==> src/rtl/adder_operand_sequencer.sv <==
// Streams two WIDTH-bit operands in as WORD-sized beats (LSW first), holds them
// on the prefix adder for ADD_CYCLES, then streams the captured sum back out.
//
// state  | meaning
// LOAD_A | accepting operand A beats (beat 0 also latches carry-in)
// LOAD_B | accepting operand B beats
// ADD    | operands held steady while the combinational adder settles
// SEND   | first cycle primes the output word register, then sum beats go out
module adder_operand_sequencer #(
  parameter int WIDTH      = 128,
  parameter int WORD       = 32,
  parameter int ADD_CYCLES = 1
) (
  input  logic             clk,
  input  logic             rst_n,
  input  logic             in_valid,
  output logic             in_ready,
  input  logic [WORD-1:0]  in_data,
  input  logic             in_cin,
  output logic [WIDTH-1:0] op_a,
  output logic [WIDTH-1:0] op_b,
  output logic             op_cin,
  input  logic [WIDTH-1:0] add_s,
  input  logic             add_cout,
  output logic             out_valid,
  input  logic             out_ready,
  output logic [WORD-1:0]  out_data,
  output logic             out_last,
  output logic             out_cout
);

  localparam int BEATS = WIDTH / WORD;
  localparam int BW    = (BEATS > 1) ? $clog2(BEATS) : 1;
  localparam int CW    = (ADD_CYCLES > 1) ? $clog2(ADD_CYCLES) : 1;
  localparam logic [BW-1:0] LAST_BEAT = BW'(BEATS - 1);
  localparam logic [CW-1:0] ADD_LOAD  = CW'(ADD_CYCLES - 1);

  typedef enum logic [1:0] {LOAD_A, LOAD_B, ADD, SEND} state_t;

  state_t           state;
  logic [BW-1:0]    beat;
  logic [BW-1:0]    beat_nxt;
  logic [CW-1:0]    add_cnt;
  logic [WIDTH-1:0] result;
  logic             res_cout;

  assign beat_nxt = beat + 1'b1;

  // Gated by rst_n so the port reads 0 during reset yet 1 right after release.
  assign in_ready = rst_n && ((state == LOAD_A) || (state == LOAD_B));

  always_ff @(posedge clk or negedge rst_n) begin
    if (!rst_n) begin
      state     <= LOAD_A;
      beat      <= '0;
      add_cnt   <= '0;
      op_a      <= '0;
      op_b      <= '0;
      op_cin    <= 1'b0;
      result    <= '0;
      res_cout  <= 1'b0;
      out_valid <= 1'b0;
      out_data  <= '0;
      out_last  <= 1'b0;
      out_cout  <= 1'b0;
    end else begin
      case (state)
        LOAD_A: begin
          if (in_valid) begin
            op_a[int'(beat)*WORD +: WORD] <= in_data;
            if (beat == '0) op_cin <= in_cin;
            if (beat == LAST_BEAT) begin
              beat  <= '0;
              state <= LOAD_B;
            end else begin
              beat <= beat_nxt;
            end
          end
        end
        LOAD_B: begin
          if (in_valid) begin
            op_b[int'(beat)*WORD +: WORD] <= in_data;
            if (beat == LAST_BEAT) begin
              beat    <= '0;
              add_cnt <= ADD_LOAD;
              state   <= ADD;
            end else begin
              beat <= beat_nxt;
            end
          end
        end
        ADD: begin
          if (add_cnt == '0) begin
            result   <= add_s;
            res_cout <= add_cout;
            state    <= SEND;
          end else begin
            add_cnt <= add_cnt - 1'b1;
          end
        end
        SEND: begin
          if (!out_valid) begin
            // beat is 0 here and BEATS >= 2, so the first word is never last
            out_valid <= 1'b1;
            out_data  <= result[WORD-1:0];
            out_last  <= 1'b0;
            out_cout  <= 1'b0;
          end else if (out_ready) begin
            if (out_last) begin
              out_valid <= 1'b0;
              out_data  <= '0;
              out_last  <= 1'b0;
              out_cout  <= 1'b0;
              beat      <= '0;
              state     <= LOAD_A;
            end else begin
              beat     <= beat_nxt;
              out_data <= result[int'(beat_nxt)*WORD +: WORD];
              out_last <= (beat_nxt == LAST_BEAT);
              out_cout <= (beat_nxt == LAST_BEAT) ? res_cout : 1'b0;
            end
          end
        end
        default: state <= LOAD_A;
      endcase
    end
  end

endmodule
==> config.mk <==
export PLATFORM = sky130hd
export DESIGN_NAME = adder_operand_sequencer
export DESIGN_NICKNAME = d
export VERILOG_FILES = /design/src/rtl/adder_operand_sequencer.sv
export SDC_FILE = /design/constraint.sdc
export NUM_CORES = 1
export LEC_CHECK = 0
export ABC_AREA = 1
export BUFFER_PORTS_ARGS = -buffer_cell sky130_fd_sc_hd__buf_2
export CAP_MARGIN = 10
export CELL_PAD_IN_SITES_DETAIL_PLACEMENT = 0
export CELL_PAD_IN_SITES_GLOBAL_PLACEMENT = 1
export CORE_MARGIN = 3
export CORE_UTILIZATION = 34
export CTS_BUF_LIST = sky130_fd_sc_hd__clkbuf_2 sky130_fd_sc_hd__clkbuf_4 sky130_fd_sc_hd__clkbuf_8
export DETAILED_ROUTE_END_ITERATION = 12
export GPL_TIMING_DRIVEN = 0
export PLACE_DENSITY = 0.83
export REMOVE_ABC_BUFFERS = 1
export SYNTH_ARGS = -nofsm -noshare
export SYNTH_HDL_FRONTEND = slang
export SYNTH_SLANG_ARGS = --single-unit
==> constraint.sdc <==
create_clock -name clk -period 2.2 [get_ports clk]
set_clock_uncertainty 0.2 [all_clocks]
set_input_delay 0.11 -clock clk [delete_from_list [all_inputs] [get_ports clk]]
set_output_delay 0.11 -clock clk [all_outputs]
set_load 0.1 [all_outputs]
==> results.sh <==
export IMPL_status="finished with violations"
export IMPL_violations="hold timing, setup timing"
export IMPL_worstSetupStartpoint="beat[0]"
export IMPL_synthesis_area_um2=18900
export IMPL_rr_startpoint="beat[0]"
export IMPL_whs_ps=-767
export IMPL_fin_setup_tns_ps=-531
export IMPL_synth_edff_count=0
export IMPL_start_kind="flip-flop"
export IMPL_synth_avg_cell_area_um2=9.33
export IMPL_worstSetupPathType="flip-flop to flip-flop"
export IMPL_grt_pass1_vias=18600
export IMPL_wl_per_cell_um=20.8
export IMPL_cts_htree_levels=3
export IMPL_cts_tree="yes"
export IMPL_die_x_um=242
export IMPL_worst_skew_pair_late_latency_ps=640
export IMPL_rows=85
export IMPL_crit_path_top_delay_cell="dfrtp_4"
export IMPL_synth_most_common_cell="nand2_1"
export IMPL_cap_violations=0
export IMPL_vias=17900
export IMPL_gr_usage_all_layers=0.248
export IMPL_synth_common_cells="nand2_1 (590), dfrtp_1 (425), o21ai_0 (194)"
export IMPL_stdcell_count=3611
export IMPL_die_area_um2=58300
export IMPL_worst_pin_slew_ps=698
export IMPL_grt_max_degree=128
export IMPL_cts_buffers=76
export IMPL_synthCells=2021
export IMPL_post_synth_top_area_fraction=0.564
export IMPL_syn_to_final_growth_pct=50.6
export IMPL_min_period_ps=2250
export IMPL_cp_max_fo=36
export IMPL_fin_crit_sh=1.02
export IMPL_cts_clk_slew_worst_paths_ps=60
export IMPL_finalSetupViolCount=30
export IMPL_drive_gt1_frac=0.308
export IMPL_async_flop_share=1.00
export IMPL_hpwl_um=42500
export IMPL_drt_wl_total_um=75100
export IMPL_synth_main_ff_cell="dfrtp_1"
export IMPL_crit_chain="buf_16 > inv_16 > ha_4 > buf_12 > inv_16 > nand2_8 > nor2_2 > mux2_1"
export IMPL_finalWeightedCongestion=0.855
export IMPL_hp_class="input port to async pin"
export IMPL_yosysWarnings=0
export IMPL_grt_use_met1=0.296
export IMPL_pin_count=459
export IMPL_port_buffers=458
export IMPL_drt_iter0_drc=1106
export IMPL_root_buffer="clkbuf_8"
export IMPL_synthTopCellsByArea="dfrtp_1 (56%), nand2_1 (12%), mux2_1 (5.8%), o21ai_0 (5.1%), inv_1 (3.1%)"
export IMPL_first_pass_iters=5
export IMPL_yosys_area_top_type="dfrtp_1"
export IMPL_drc=0
export IMPL_yosysUniqueCellTypes=32
export IMPL_worst_slack_ps=-51.7
export IMPL_relSlewSlack=0.534
export IMPL_coreArea_um2=54300
export IMPL_use_met2=0.425
export IMPL_met3_usage=0.0637
export IMPL_viasPerCell=4.95
export IMPL_required_ps=2560
export IMPL_ys_seq_area_frac=0.564
export IMPL_overflow=0
export IMPL_hold_viol_final=362
export IMPL_ys_ff_latch=425
export IMPL_dpl_cell_count=3104
export IMPL_cp_end_kind="flip-flop"
export IMPL_cts_sinks=425
export IMPL_grt_pass1_wl_um=112000
export IMPL_cp_arrival_ps=2610
export IMPL_antenna_found_initial=3
export IMPL_max_freq_mhz=444
export IMPL_die_h_um=242
export IMPL_holdBufCountCts=291
export IMPL_fin_util=0.523
export IMPL_final_antenna_net_count=0
export IMPL_crit_top_cell="inv_16"
export IMPL_rsz0062_at_grt="yes"
export IMPL_start_util=0.347
export IMPL_nNetsFinal=2988
export IMPL_grt_busiest_layer="met2"
export IMPL_slew_viol_final=0
export IMPL_slowest_delay_ps=500
export IMPL_cts_buffer_depth=3
==> flip-flops by register name, summed over array words and instances (netlist names) <==
signal and count:
out_cout 1, op_b 128, res_cout 1, result 128, out_data 32, op_cin 1
state 2, out_valid 1, out_last 1, op_a 128, beat 2
==> per-stage QoR <==
| stage | area [um2] | setup slack, ps |
|---|---|---|
| floorplan | 18200 | -3610 |
| global placement | 21400 | -9730 |
| detailed placement | 21800 | -2820 |
| CTS | 27900 | -140 |
| global route | 28400 | -103 |
| finish | 28400 | -51.7 |
==> worst max-delay path, delay by kind of cell (launching register included) <==
kind          cells  cell delay (ps)
flops             1              500
buf+inv           4              550
simple gates      2              480
mux               1              160
fa+ha+maj         1              230
==> metal layers <==
layer | part of all wire | routed length, um
met1 | 0.39 | 29000
met3 | 0.083 | 6240
met5 | 0.000093 | 7
met2 | 0.49 | 37000
met4 | 0.038 | 2890
==> area by class of cell <==
cell class,count,area (um2)
fill,4659,25900
sequential,425,10600
multi-input combinational,1314,7840
timing repair buffer,829,6590
clock buffer,125,1580
tap,739,925
inverter,163,702
clock inverter,12,98.8
timing repair inverter,2,17.5
antenna,2,5.00
==> path summary, 6_finish.rpt <==
| kind | endpoint | slack [ps] | cells past startpoint |
|---|---|---|---|
| max | op_b[101] | -50 | 8 |
| min | op_a[18] | -770 | 1 |
| max reg2reg | op_b[101] | -50 | 8 |
| min reg2reg | op_b[90] | 270 | 2 |
| max in group asynchronous | result[61] | 1400 | 3 |
| min in group clk | result[85] | 90 | 4 |
==> logic make-up (layout without fill, tap and decap cells) <==
family	Yosys count	after routing	synth area share
AO/OA/AOI/OAI	305	305	0.0813
adder cells (fa/ha/maj)	11	11	0.00730
buffers and inverters	291	1131	0.0694
flip-flops	425	425	0.564
multiplexers	129	129	0.0810
other	0	2	0
AND/OR/NAND/NOR	860	869	0.197
==> placed cells by master, fill, tap and decap left out, drive strengths merged <==
| cell type | instances |
|---|---|
| nor3 | 24 |
| clkinvlp | 6 |
| o21ai | 236 |
| mux2 | 129 |
| or2 | 1 |
| clkinv | 7 |
| inv | 162 |
| bufinv | 2 |
| o21bai | 1 |
| buf | 531 |
| nor3b | 20 |
| nand2 | 599 |
| nor2 | 116 |
| nand3 | 109 |
| clkbuf | 125 |
| dlygate4sd3 | 291 |
| dfrtp | 425 |
| ha | 11 |
| a21oi | 68 |
| diode | 2 |
| bufbuf | 7 |
==> repair_timing <==
item | 4_1_cts | 5_1_grt
gates cloned | 17 | 3
endpoints found under the setup margin | 296 | 262
hold endpoints to repair | 798 | 323
gates resized for setup | 125 | 82
buffers inserted | 52 | 8
pin swaps | 28 | 21
Power is left out: the tool's default activity adds up to more than one toggle a clock period on the data nets, which glitch-free logic cannot reach.
